===== config.mk =====
export PLATFORM = sky130hd
export DESIGN_NAME = serial_subtractor
export DESIGN_NICKNAME = d
export VERILOG_FILES = /design/src/rtl/serial_subtractor.sv
export SDC_FILE = /design/constraint.sdc
export NUM_CORES = 1
export LEC_CHECK = 0
export CAP_MARGIN = 20
export CORE_AREA = 2 2 51 43
export CTS_BUF_LIST = sky130_fd_sc_hd__clkbuf_8
export DETAILED_ROUTE_END_ITERATION = 7
export DIE_AREA = 0 0 53 45
export PLACE_DENSITY = 0.87
export SLEW_MARGIN = 25
export SYNTH_ARGS = -nofsm -noshare
export SYNTH_HDL_FRONTEND = slang
export SYNTH_SLANG_ARGS = --single-unit

===== constraint.sdc =====
create_clock -name CLK -period 3.8 [get_ports CLK]
set_input_delay 0.95 -clock CLK [delete_from_list [all_inputs] [get_ports CLK]]
set_output_delay 0.95 -clock CLK [all_outputs]
set_load 0.02 [all_outputs]

===== src/rtl/serial_subtractor.sv =====
// Bit-serial unsigned subtractor: computes NUM1 - NUM2 - BIN one bit per clock,
// LSB first, and reports the result with a borrow-out and a one-cycle DONE pulse.
module serial_subtractor #(
  parameter int unsigned WIDTH = 4
) (
  input  logic             CLK,
  input  logic             RST_N,
  input  logic             START,
  input  logic [WIDTH-1:0] NUM1,
  input  logic [WIDTH-1:0] NUM2,
  input  logic             BIN,
  output logic             BUSY,
  output logic             DONE,
  output logic [WIDTH-1:0] DIFF,
  output logic             BOUT
);

  localparam int unsigned CNT_W = (WIDTH > 1) ? $clog2(WIDTH) : 1;
  localparam logic [CNT_W-1:0] CNT_LAST = CNT_W'(WIDTH - 1);

  typedef enum logic [1:0] {
    ST_IDLE  = 2'd0,
    ST_SHIFT = 2'd1,
    ST_DONE  = 2'd2
  } state_t;

  state_t           r_state;
  state_t           w_state_nxt;
  logic [WIDTH-1:0] r_a;
  logic [WIDTH-1:0] r_b;
  logic [WIDTH-1:0] r_res;
  logic             r_br;
  logic [CNT_W-1:0] r_cnt;

  logic             w_d;
  logic             w_br_nxt;
  logic             w_last;
  logic [WIDTH-1:0] w_res_nxt;

  // Full-subtractor cell on the current LSBs
  assign w_d       = r_a[0] ^ r_b[0] ^ r_br;
  assign w_br_nxt  = (~r_a[0] & r_b[0]) | (~(r_a[0] ^ r_b[0]) & r_br);
  assign w_res_nxt = {w_d, r_res[WIDTH-1:1]};
  assign w_last    = (r_state == ST_SHIFT) && (r_cnt == CNT_LAST);

  // Next-state logic
  always_comb begin
    w_state_nxt = r_state;
    case (r_state)
      ST_IDLE:  if (START) w_state_nxt = ST_SHIFT;
      ST_SHIFT: if (w_last) w_state_nxt = ST_DONE;
      ST_DONE:  w_state_nxt = ST_IDLE;
      default:  w_state_nxt = ST_IDLE;
    endcase
  end

  // State, datapath and registered outputs
  always_ff @(posedge CLK or negedge RST_N) begin
    if (!RST_N) begin
      r_state <= ST_IDLE;
      r_a     <= '0;
      r_b     <= '0;
      r_res   <= '0;
      r_br    <= 1'b0;
      r_cnt   <= '0;
      BUSY    <= 1'b0;
      DONE    <= 1'b0;
      DIFF    <= '0;
      BOUT    <= 1'b0;
    end else begin
      r_state <= w_state_nxt;
      BUSY    <= (w_state_nxt == ST_SHIFT);
      DONE    <= (w_state_nxt == ST_DONE);
      case (r_state)
        ST_IDLE: begin
          if (START) begin
            r_a   <= NUM1;
            r_b   <= NUM2;
            r_br  <= BIN;
            r_res <= '0;
            r_cnt <= '0;
          end
        end
        ST_SHIFT: begin
          r_a   <= r_a >> 1;
          r_b   <= r_b >> 1;
          r_br  <= w_br_nxt;
          r_res <= w_res_nxt;
          // Counter parks at zero after the final bit rather than wrapping past WIDTH-1
          r_cnt <= w_last ? '0 : r_cnt + CNT_W'(1);
          if (w_last) begin
            DIFF <= w_res_nxt;
            BOUT <= w_br_nxt;
          end
        end
        default: ;
      endcase
    end
  end

endmodule

==> results.ini, run 1 <==
[placement]
io_buffers = 18
dpl_cell_area_sq_um = 1190
place_hpwl_mm = 1.25
gp_congestion = 0.809

[critical_path]
worstPathArrival_ns = 1.22
max_stage_delay_ns = 0.60
critPathLaunchType = flip-flop
r2r-start = r_state[0]
worst_r2r_endpoint = r_br
crit_required_ns = 2.85
cp_slowest_cell = clkdlybuf4s50_1
regToRegSetupSlack_ns = 2.32
worst_setup_path_end_kind = output pin
r2r_cells = 3
cp-startpoint = DIFF[3]
crit_type = flip-flop to output pin
worstPathMaxFanout = 2
critPathTopFamily = buffers and inverters
crit_buf_inv = 1
crit_chain = clkdlybuf4s50_1

[cells_and_area]
final_util = 0.671
antenna-diode-count = 0
final_cell_mix = 23 x dfrtp_1, 17 x clkdlybuf4s50_1, 8 x inv_1, 7 x nand2_1
final_area_sq_um = 1230
drive_gt1_frac = 0.126
fillers = 155
final_common_cell = dfrtp_1
layout.nets = 118
area_growth_pct = 22.8

[clock_tree]
clock-sinks = 23
hold_buffers = 0
post-cts-setup-buffer-count = 0
cts_max_level = 1
post_cts_resized = 0
clock_path_buffers = 2
root_buffer = clkbuf_8
clk_pin_slew_ns = 0.08
cts_made_buffers = 3
cts_tree = done
clk_latency_ns = 0.26

[outcome]
status = finished, final reports clean

[timing]
fin_skew_ns = 0.00628
slew_viol_final = 0
finalHoldViolCount = 0
fin_crit_ns = 2.17
timing.fmax_mhz = 462
post-route-period-util = 0.570
max-slew-margin-rel = 0.618
worst_pin_slew_ns = 0.571
setup_tns_ns = 0
finalSetupViolCount = 0
rsz0062_at_grt = no

[hold_path]
hold_end = BOUT
hold_path.startpoint = BOUT
hp-class = flip-flop to flip-flop
min_path_cells = 2

[drt]
post_drt_via_cell_ratio = 5.58
drt_iter0_markers = 10
vias = 709
routed_wirelength_mm = 1.74
post_drt_wl_per_cell_um = 13.7
drt_pass1_iterations = 5
ant_nets = 0
remaining_drc_errors = 0

[logic_synthesis]
synth_top_area_cell = dfrtp_1
syn_inst = 85
ys_seq_area_frac = 0.572
synth_area_sq_um = 1010
yosysUniqueCellTypes = 28
syn_area_per_cell_sq_um = 11.8
synth-seq-cells = 23
synth_top_area_frac = 0.572
syn_nets = 99
synth_area_leaders = dfrtp_1 57%, mux2_2 4.5%, a22o_1 3.5%
synth_warnings = 0

[global_routing]
grt_pass1_wl_mm = 3.01
grt.total_usage = 0.184
antenna_found_initial = 0
grt_pass1_vias = 663
grt_max_degree = 24
globalRouteOverflowTotal = 0

[power_and_ir_drop]
power_density_nw_per_um2 = 824
peakVddDrop_v = 0.000607
leakagePower_nw = 0.571
p_total_w = 0.00102

[die]
dieHeight_um = 45
dieArea_sq_um = 2390
core_sq_um = 1840
initial_utilization = 0.547
die_x_um = 53
io_pins = 19
rows = 14

[run]
drv_cap = 0

[sequential cells by signal, indices dropped and copies added, names as in the netlist]
name and count:
BOUT 1, BUSY 1, DIFF 4, DONE 1
r_a 4, r_b 4, r_br 1, r_cnt 2
r_res 3, r_state 2
[report_power, final]
group / switching [W] / internal, W / leakage, nW
clock network: 0.0000749 / 0.0000731 / 0.0255
logic: 0.000204 / 0.000223 / 0.260
registers: 0.0000867 / 0.000356 / 0.285
[Yosys cell counts, drive strengths merged]
cell type	n
mux2	4
or3	1
fa	1
o21bai	1
o32ai	2
a22o	4
o311ai	1
nand2b	2
dfrtp	23
o21ai	3
nand3	2
nand2	7
nor2	3
o31ai	1
and3	1
inv	8
ha	1
nor2b	2
nand3b	4
buf	4
a22oi	2
a2bb2oi	2
a21oi	3
o21ba	1
o22a	2
[kinds of logic (layout without fill, tap and decap cells)]
logic type	Yosys count	in the layout	synth area share
muxes	4	4	0.0448
DFF	23	23	0.572
buffers and inverters	12	30	0.0522
adders and majority gates	2	2	0.0323
AOI/OAI and AO/OA	22	22	0.169
and+or+nand+nor	22	22	0.129
[per-stage QoR]
| step | worst slack (ns) | hold slack, ns | cells |
|---|---|---|---|
| after CTS | 1.62 | 0.502 | 127 |
| after floorplan | 2.18 | 0.459 | 85 |
| final | 1.63 | 0.495 | 127 |
| after global routing | 1.58 | 0.536 | 127 |
| after global placement | 1.58 | 0.462 | 123 |
| after detailed placement | 1.55 | 0.486 | 123 |
[layout make-up]
| cell class | instances | area, sq um | area share |
|---|---|---|---|
| repair buffers | 18 | 175 | 0.142 |
| well taps | 24 | 30.0 | 0.0243 |
| multi-input cells | 50 | 378 | 0.306 |
| clock buffers | 3 | 41.3 | 0.0334 |
| inverters | 8 | 30.0 | 0.0243 |
| flip-flops and latches | 23 | 576 | 0.466 |
| clock inverters | 1 | 5.00 | 0.00405 |
[how the worst max path moves through the flow]
stage,slack (ns),depth (start not counted),to
finish,1.63,1,DIFF[3]
CTS,1.62,1,DIFF[3]
floorplan,2.18,3,r_br
global route,1.58,1,DIFF[2]
detailed placement,1.55,4,r_br
global placement,1.58,4,r_br
[layer usage]
| layer | part of all wire | GRT usage | vias up |
|---|---|---|---|
| met5 | 0 | 0 | - |
| met4 | 0.011 | 0.0615 | 0 |
| met3 | 0.054 | 0.0728 | 2 |
| met2 | 0.46 | 0.280 | 21 |
| met1 | 0.48 | 0.243 | 354 |
| li1 | - | - | 332 |
No activity file was read; power rests on OpenSTA's default activity.
==> inputs of run 2 (changes only) <==
--- a/config.mk
+++ b/config.mk
@@ -6,11 +6,11 @@
 export NUM_CORES = 1
 export LEC_CHECK = 0
 export CAP_MARGIN = 20
-export CORE_AREA = 2 2 51 43
+export CORE_AREA = 2 2 53 45
 export CTS_BUF_LIST = sky130_fd_sc_hd__clkbuf_8
 export DETAILED_ROUTE_END_ITERATION = 7
-export DIE_AREA = 0 0 53 45
-export PLACE_DENSITY = 0.87
+export DIE_AREA = 0 0 55 47
+export PLACE_DENSITY = 0.81
 export SLEW_MARGIN = 25
 export SYNTH_ARGS = -nofsm -noshare
 export SYNTH_HDL_FRONTEND = slang
==> constraint.sdc (replaced) <==
create_clock -name CLK -period 2.13 [get_ports CLK]
set_input_delay 0.5325 -clock CLK [delete_from_list [all_inputs] [get_ports CLK]]
set_output_delay 0.5325 -clock CLK [all_outputs]
set_load 0.02 [all_outputs]
==> results.ini, run 2 (synthesis results as in run 1) <==
[cells_and_area]
area_growth_pct = 24.1
multi_input_area_sq_um = 378
layout.nets = 119
final_cell_mix = 23 x dfrtp_1, 18 x clkdlybuf4s50_1, 8 x inv_1, 7 x nand2_1
final-seq-area_sq_um = 576
antenna-diode-count = 0
drive_gt1_frac = 0.125
final_area_sq_um = 1250
reg_top3 = DIFF x4, r_a x4, r_b x4
final_common_cell = dfrtp_1
fillers = 176

[timing]
timing.fmax_mhz = 571
finalHoldViolCount = 0
finalSetupViolCount = 0
max-slew-margin-rel = 0.641
fin_skew_ns = 0.00454
slew_viol_final = 0
fin_crit_ns = 1.75
setup_tns_ns = 0
rsz0062_at_grt = no
worst_pin_slew_ns = 0.538
post-route-period-util = 0.823

[power_and_ir_drop]
power_density_nw_per_um2 = 1460
leakagePower_nw = 0.576
peakVddDrop_v = 0.000899

[global_routing]
grt_pass1_wl_mm = 2.87
grt_max_degree = 24
globalRouteOverflowTotal = 0
grt.total_usage = 0.165
antenna_found_initial = 0
grt_pass1_vias = 584

[drt]
vias = 687
drt_pass1_iterations = 4
remaining_drc_errors = 0
post_drt_wl_per_cell_um = 13.7
drt_iter0_markers = 19
post_drt_via_cell_ratio = 5.33
routed_wirelength_mm = 1.77
ant_nets = 0

[critical_path]
cp-startpoint = DIFF[3]
cp_slowest_cell = clkdlybuf4s50_1
r2r-start = r_state[0]
crit_required_ns = 1.60
worst_setup_path_end_kind = output pin
worstPathArrival_ns = 1.22
critPathLaunchType = flip-flop
crit_buf_inv = 1
max_stage_delay_ns = 0.60
critPathTopFamily = buffers and inverters
worstPathMaxFanout = 2
crit_chain = clkdlybuf4s50_1
crit_type = flip-flop to output pin

[placement]
io_buffers = 18
gp_congestion = 0.814
place_hpwl_mm = 1.29
dpl_cell_area_sq_um = 1200

[clock_tree]
post-cts-setup-buffer-count = 0
root_buffer = clkbuf_8
hold_buffers = 0
clk_pin_slew_ns = 0.08
cts_max_level = 1
clock_path_buffers = 2
cts_made_buffers = 3
clk_latency_ns = 0.26
post_cts_resized = 0
clock-sinks = 23
cts_tree = done

[die]
die_x_um = 55
initial_utilization = 0.487
rows = 15
dieArea_sq_um = 2590
core_sq_um = 2060
dieHeight_um = 47
io_pins = 19

[hold_path]
hp-class = flip-flop to flip-flop
hold_path.startpoint = BOUT

[outcome]
status = finished, final reports clean

[run]
drv_cap = 0

-- run 2: layout make-up --
type	instances	share of cell area
clock buffer	3	0.0331
clock inverter	1	0.00401
inverter	8	0.0240
multi-input combinational	50	0.303
sequential	23	0.461
tap	25	0.0251
timing repair buffer	19	0.150
-- run 2: path summary, 6_finish.rpt --
path                            endpoint  slack (ns)  cells after the start
worst min-delay path                BOUT        0.49                      2
max in group asynchronous         r_b[2]        1.28                      2
min in group asynchronous        DIFF[1]        0.62                      2
worst max-delay path             DIFF[3]        0.38                      1
worst max register to register      r_br        0.69                      3
worst min register to register      BOUT        0.49                      2
-- run 2: power breakdown --
part / internal (W) / switching, W / total [W]
logic: 0.000402 / 0.000370 / 0.000772
registers: 0.000634 / 0.000158 / 0.000792
clock network: 0.000130 / 0.000133 / 0.000263
total: 0.00117 / 0.000660 / 0.00183
-- run 2: metal layers --
| metal | GRT usage | vias up | part of all wire |
|---|---|---|---|
| li1 | - | 337 | - |
| met1 | 0.251 | 326 | 0.48 |
| met2 | 0.219 | 22 | 0.46 |
| met3 | 0.0573 | 2 | 0.055 |
| met4 | 0.0585 | 0 | 0.0056 |
| met5 | 0 | - | 0 |
-- run 2: stage by stage --
step / setup WS [ns] / utilization / instances / power (W) / hold slack [ns]
after floorplan: 0.891 / - / 85 / 0.00132 / 0.237
after CTS: 0.368 / 0.605 / 129 / 0.00184 / 0.491
after global placement: 0.318 / 0.582 / 125 / 0.00153 / 0.466
final: 0.378 / 0.605 / 129 / 0.00183 / 0.485
after global routing: 0.322 / 0.605 / 129 / 0.00196 / 0.518
after detailed placement: 0.273 / 0.582 / 125 / 0.00156 / 0.473
==> variant 1, RTL diff (settings of run 2) <==
The 3 states of `state_t` get a one-hot encoding in 3 bits.
--- a/src/rtl/serial_subtractor.sv
+++ b/src/rtl/serial_subtractor.sv
@@ -19,8 +19,8 @@
   localparam logic [CNT_W-1:0] CNT_LAST = CNT_W'(WIDTH - 1);
 
-  typedef enum logic [1:0] {
-    ST_IDLE  = 2'd0,
-    ST_SHIFT = 2'd1,
-    ST_DONE  = 2'd2
+  typedef enum logic [2:0] {
+    ST_IDLE  = 3'b001,
+    ST_SHIFT = 3'b010,
+    ST_DONE  = 3'b100
   } state_t;
 
Formal check against the unedited RTL: no difference found for any inputs over 10 cycles, from zero or initial values and one cycle with RST_N low; not proved beyond that.
==> variant 1 against run 2 <==
- combinational power is 32% lower
- first-iteration DRC count fell by 47%
- area after synthesis decreased by 2.0%
- design area fell by 1.3%
- sequential cell count grew 1
- wire length decreased by 2.0%
- worst setup slack worse by 4.8 ps
- power decreased by 17%
- register-to-register slack got worse by 70 ps
- largest cell class unchanged
==> variant 1: results (changes against run 2) <==
<table>
<tr><th>Metric</th><th>Value</th></tr>
<tr><th colspan="2">Logic synthesis</th></tr>
<tr><td>Synth Net Count</td><td>89 (-10%)</td></tr>
<tr><td>Post-synthesis sequential area ratio</td><td>0.6104 (+0.03827)</td></tr>
<tr><td>Top cells by area in the synthesized netlist</td><td>dfrtp_1, a22o_2, mux2_2</td></tr>
<tr><td>Most frequent cells after synthesis</td><td>dfrtp_1, a22o_2, nor2_1, nor3_1, o22ai_1</td></tr>
<tr><td>Number of distinct library cells after synthesis</td><td>27 (-3.6%)</td></tr>
<tr><th colspan="2">Global route</th></tr>
<tr><td>First-pass GRT wire length</td><td>2911 um (+1.4%)</td></tr>
<tr><td>Total routing usage reported by global routing</td><td>0.1672 (+0.001927)</td></tr>
<tr><td>Vias in the first global route</td><td>646 (+11%)</td></tr>
<tr><th colspan="2">Placement</th></tr>
<tr><td>Pre-CTS setup slack</td><td>137.4 ps (-135.5 ps)</td></tr>
<tr><td>Final weighted congestion in routability-driven placement</td><td>0.7785 (-4.3%)</td></tr>
<tr><td>HPWL after DPL</td><td>1231 um (-4.6%)</td></tr>
<tr><th colspan="2">Finish</th></tr>
<tr><td>Fraction of final layout cells with drive strength greater than 1</td><td>0.2000 (+0.07500)</td></tr>
<tr><td>Total Nets Final</td><td>110 (-7.6%)</td></tr>
<tr><th colspan="2">Routing</th></tr>
<tr><td>Sum of routed wire length over all layers</td><td>1734 um (-2.0%)</td></tr>
<tr><td>First-iteration detailed-routing DRC count</td><td>10 (-9)</td></tr>
<tr><td>Via density</td><td>5.417 (+1.7%)</td></tr>
<tr><th colspan="2">Critical path</th></tr>
<tr><td>Worst reg-to-reg setup slack</td><td>620 ps (-70 ps)</td></tr>
<tr><td>Worst setup path endpoint</td><td>DIFF[0]</td></tr>
<tr><td>Worst reg2reg startpoint</td><td>r_state[0]</td></tr>
<tr><td>Worst Setup SP</td><td>DIFF[0]</td></tr>
<tr><td>Maximum fanout encountered on the critical timing path</td><td>2 (unchanged)</td></tr>
<tr><th colspan="2">Outcome</th></tr>
<tr><td>Status</td><td>finished clean</td></tr>
<tr><th colspan="2">Timing</th></tr>
<tr><td>Remaining max-slew budget at the tightest pin</td><td>0.7442 (+0.1037)</td></tr>
<tr><td>Worst-case setup margin in the final layout</td><td>372.8 ps (-4.839 ps)</td></tr>
<tr><td>Maximum clock skew at final layout</td><td>2.926 ps (-1.610 ps)</td></tr>
<tr><th colspan="2">Power</th></tr>
<tr><td>Peak supply drop</td><td>0.6800 mV (-24%)</td></tr>
<tr><td>Cell leakage power</td><td>0.5798 nW (+0.75%)</td></tr>
</table>
-- variant 1: cell types whose count changed after synthesis, moves of 3 or more --
cell,change
a22o_1,-4
a22o_2,+6
inv_1,-4
nand2_1,-5
nand3b_1,-3
nor2_1,+3
nor3_1,+5
o22ai_1,+5
-- variant 1: cells by family (layout without fill, tap and decap cells) --
family                     Yosys count  count (layout)  synth area share
and+or+nand+nor                     19              19            0.1320
adders and majority gates            2               2           0.03299
DFF                                 24              24            0.6104
muxes                                4               4           0.04568
buffers and inverters                8              28           0.04059
AOI/OAI and AO/OA                   18              18            0.1383
-- variant 1: stage by stage --
stage	area, sq um	hold slack (ps)	power, mW	instances	util
floorplan	985.9	236.9	1.086	75	-
global placement	1187	472.0	1.228	116	0.5752
detailed placement	1187	480.1	1.256	116	0.5752
CTS	1232	498.0	1.528	120	0.5970
global route	1232	517.8	1.628	120	0.5970
finish	1232	492.1	1.511	120	0.5970
-- variant 1: cell type report --
| type | instances | share of cell area |
|---|---|---|
| Sequential cell | 24 | 0.4883 |
| Multi-Input combinational cell | 43 | 0.2792 |
| Inverter | 4 | 0.01218 |
| Tap cell | 25 | 0.02538 |
| Clock buffer | 3 | 0.03350 |
| Timing Repair Buffer | 20 | 0.1584 |
| Clock inverter | 1 | 0.003046 |
-- variant 1: routing by layer --
metal  global-route usage  routed length (um)  up-vias
met4              0.05854                  19        0
li1                     -                   -      313
met1               0.2335                 883      321
met5                    0                   0        -
met3              0.05732                  75        2
met2               0.2452                 757       14
-- variant 1: power by group --
part	internal, mW	switching (mW)	leakage (nW)
combinational	0.264	0.264	0.246
sequential	0.620	0.100	0.306
clock	0.129	0.134	0.0269
==> variant 2, RTL diff (settings of run 2) <==
Without the edit above. Change the parameter `WIDTH` from 4 to 16.
--- a/src/rtl/serial_subtractor.sv
+++ b/src/rtl/serial_subtractor.sv
@@ -2,5 +2,5 @@
 // LSB first, and reports the result with a borrow-out and a one-cycle DONE pulse.
 module serial_subtractor #(
-  parameter int unsigned WIDTH = 4
+  parameter int unsigned WIDTH = 16
 ) (
   input  logic             CLK,
Interface: changed (resized DIFF, NUM1 and NUM2); port bits go from 19 to 55. No check against the original RTL was run, so the function may have changed too.
==> variant 2 against run 2 <==
- the flow now stops in global placement without I/O
- area after synthesis grew to 3.1 times the old value
==> variant 2: results (changes against run 2) <==
<table>
<tr><th>Metric</th><th>Value</th></tr>
<tr><th colspan="2">Logic synthesis</th></tr>
<tr><td>Post-synthesis sequential area ratio</td><td>0.5899 (+0.01776)</td></tr>
<tr><td>Post-Syn Instances</td><td>246 (+190%)</td></tr>
<tr><td>Synth Net Count</td><td>284 (+190%)</td></tr>
<tr><td>Most frequent cells after synthesis</td><td>dfrtp_1, nand2_1, o21ai_0</td></tr>
<tr><td>Share of flip-flops with an asynchronous set or reset</td><td>1.000 (unchanged)</td></tr>
<tr><td>Number of synthesized register bits</td><td>73 (+220%)</td></tr>
<tr><td>Syn. warnings</td><td>0 (unchanged)</td></tr>
<tr><td>Number of distinct library cells after synthesis</td><td>30 (+7.1%)</td></tr>
<tr><td>Top cells by area in the synthesized netlist</td><td>dfrtp_1, mux2i_1, o21ai_0</td></tr>
<tr><th colspan="2">Outcome</th></tr>
<tr><td>Status</td><td>did not finish</td></tr>
<tr><td>Error that halted the flow</td><td>[ERROR GPL-0301] Utilization 160.950 % exceeds 100%.</td></tr>
<tr><td>Halt point of the flow</td><td>global placement without I/O</td></tr>
</table>
[variant 2: changes by cell type after synthesis, moves of 8 or more]
cell,run 2,this run
dfrtp_1,23,73
mux2i_1,0,30
o21ai_0,3,32
nand2_1,7,33
a22o_1,4,18
mux2_4,0,8
[variant 2: cell families after synthesis]
kind of cell / after synthesis / share of synthesized area
DFF: 73 / 0.5899
AOI/OAI and AO/OA: 60 / 0.1240
and+or+nand+nor: 44 / 0.06586
buffers and inverters: 21 / 0.04484
muxes: 46 / 0.1649
adders and majority gates: 2 / 0.01050
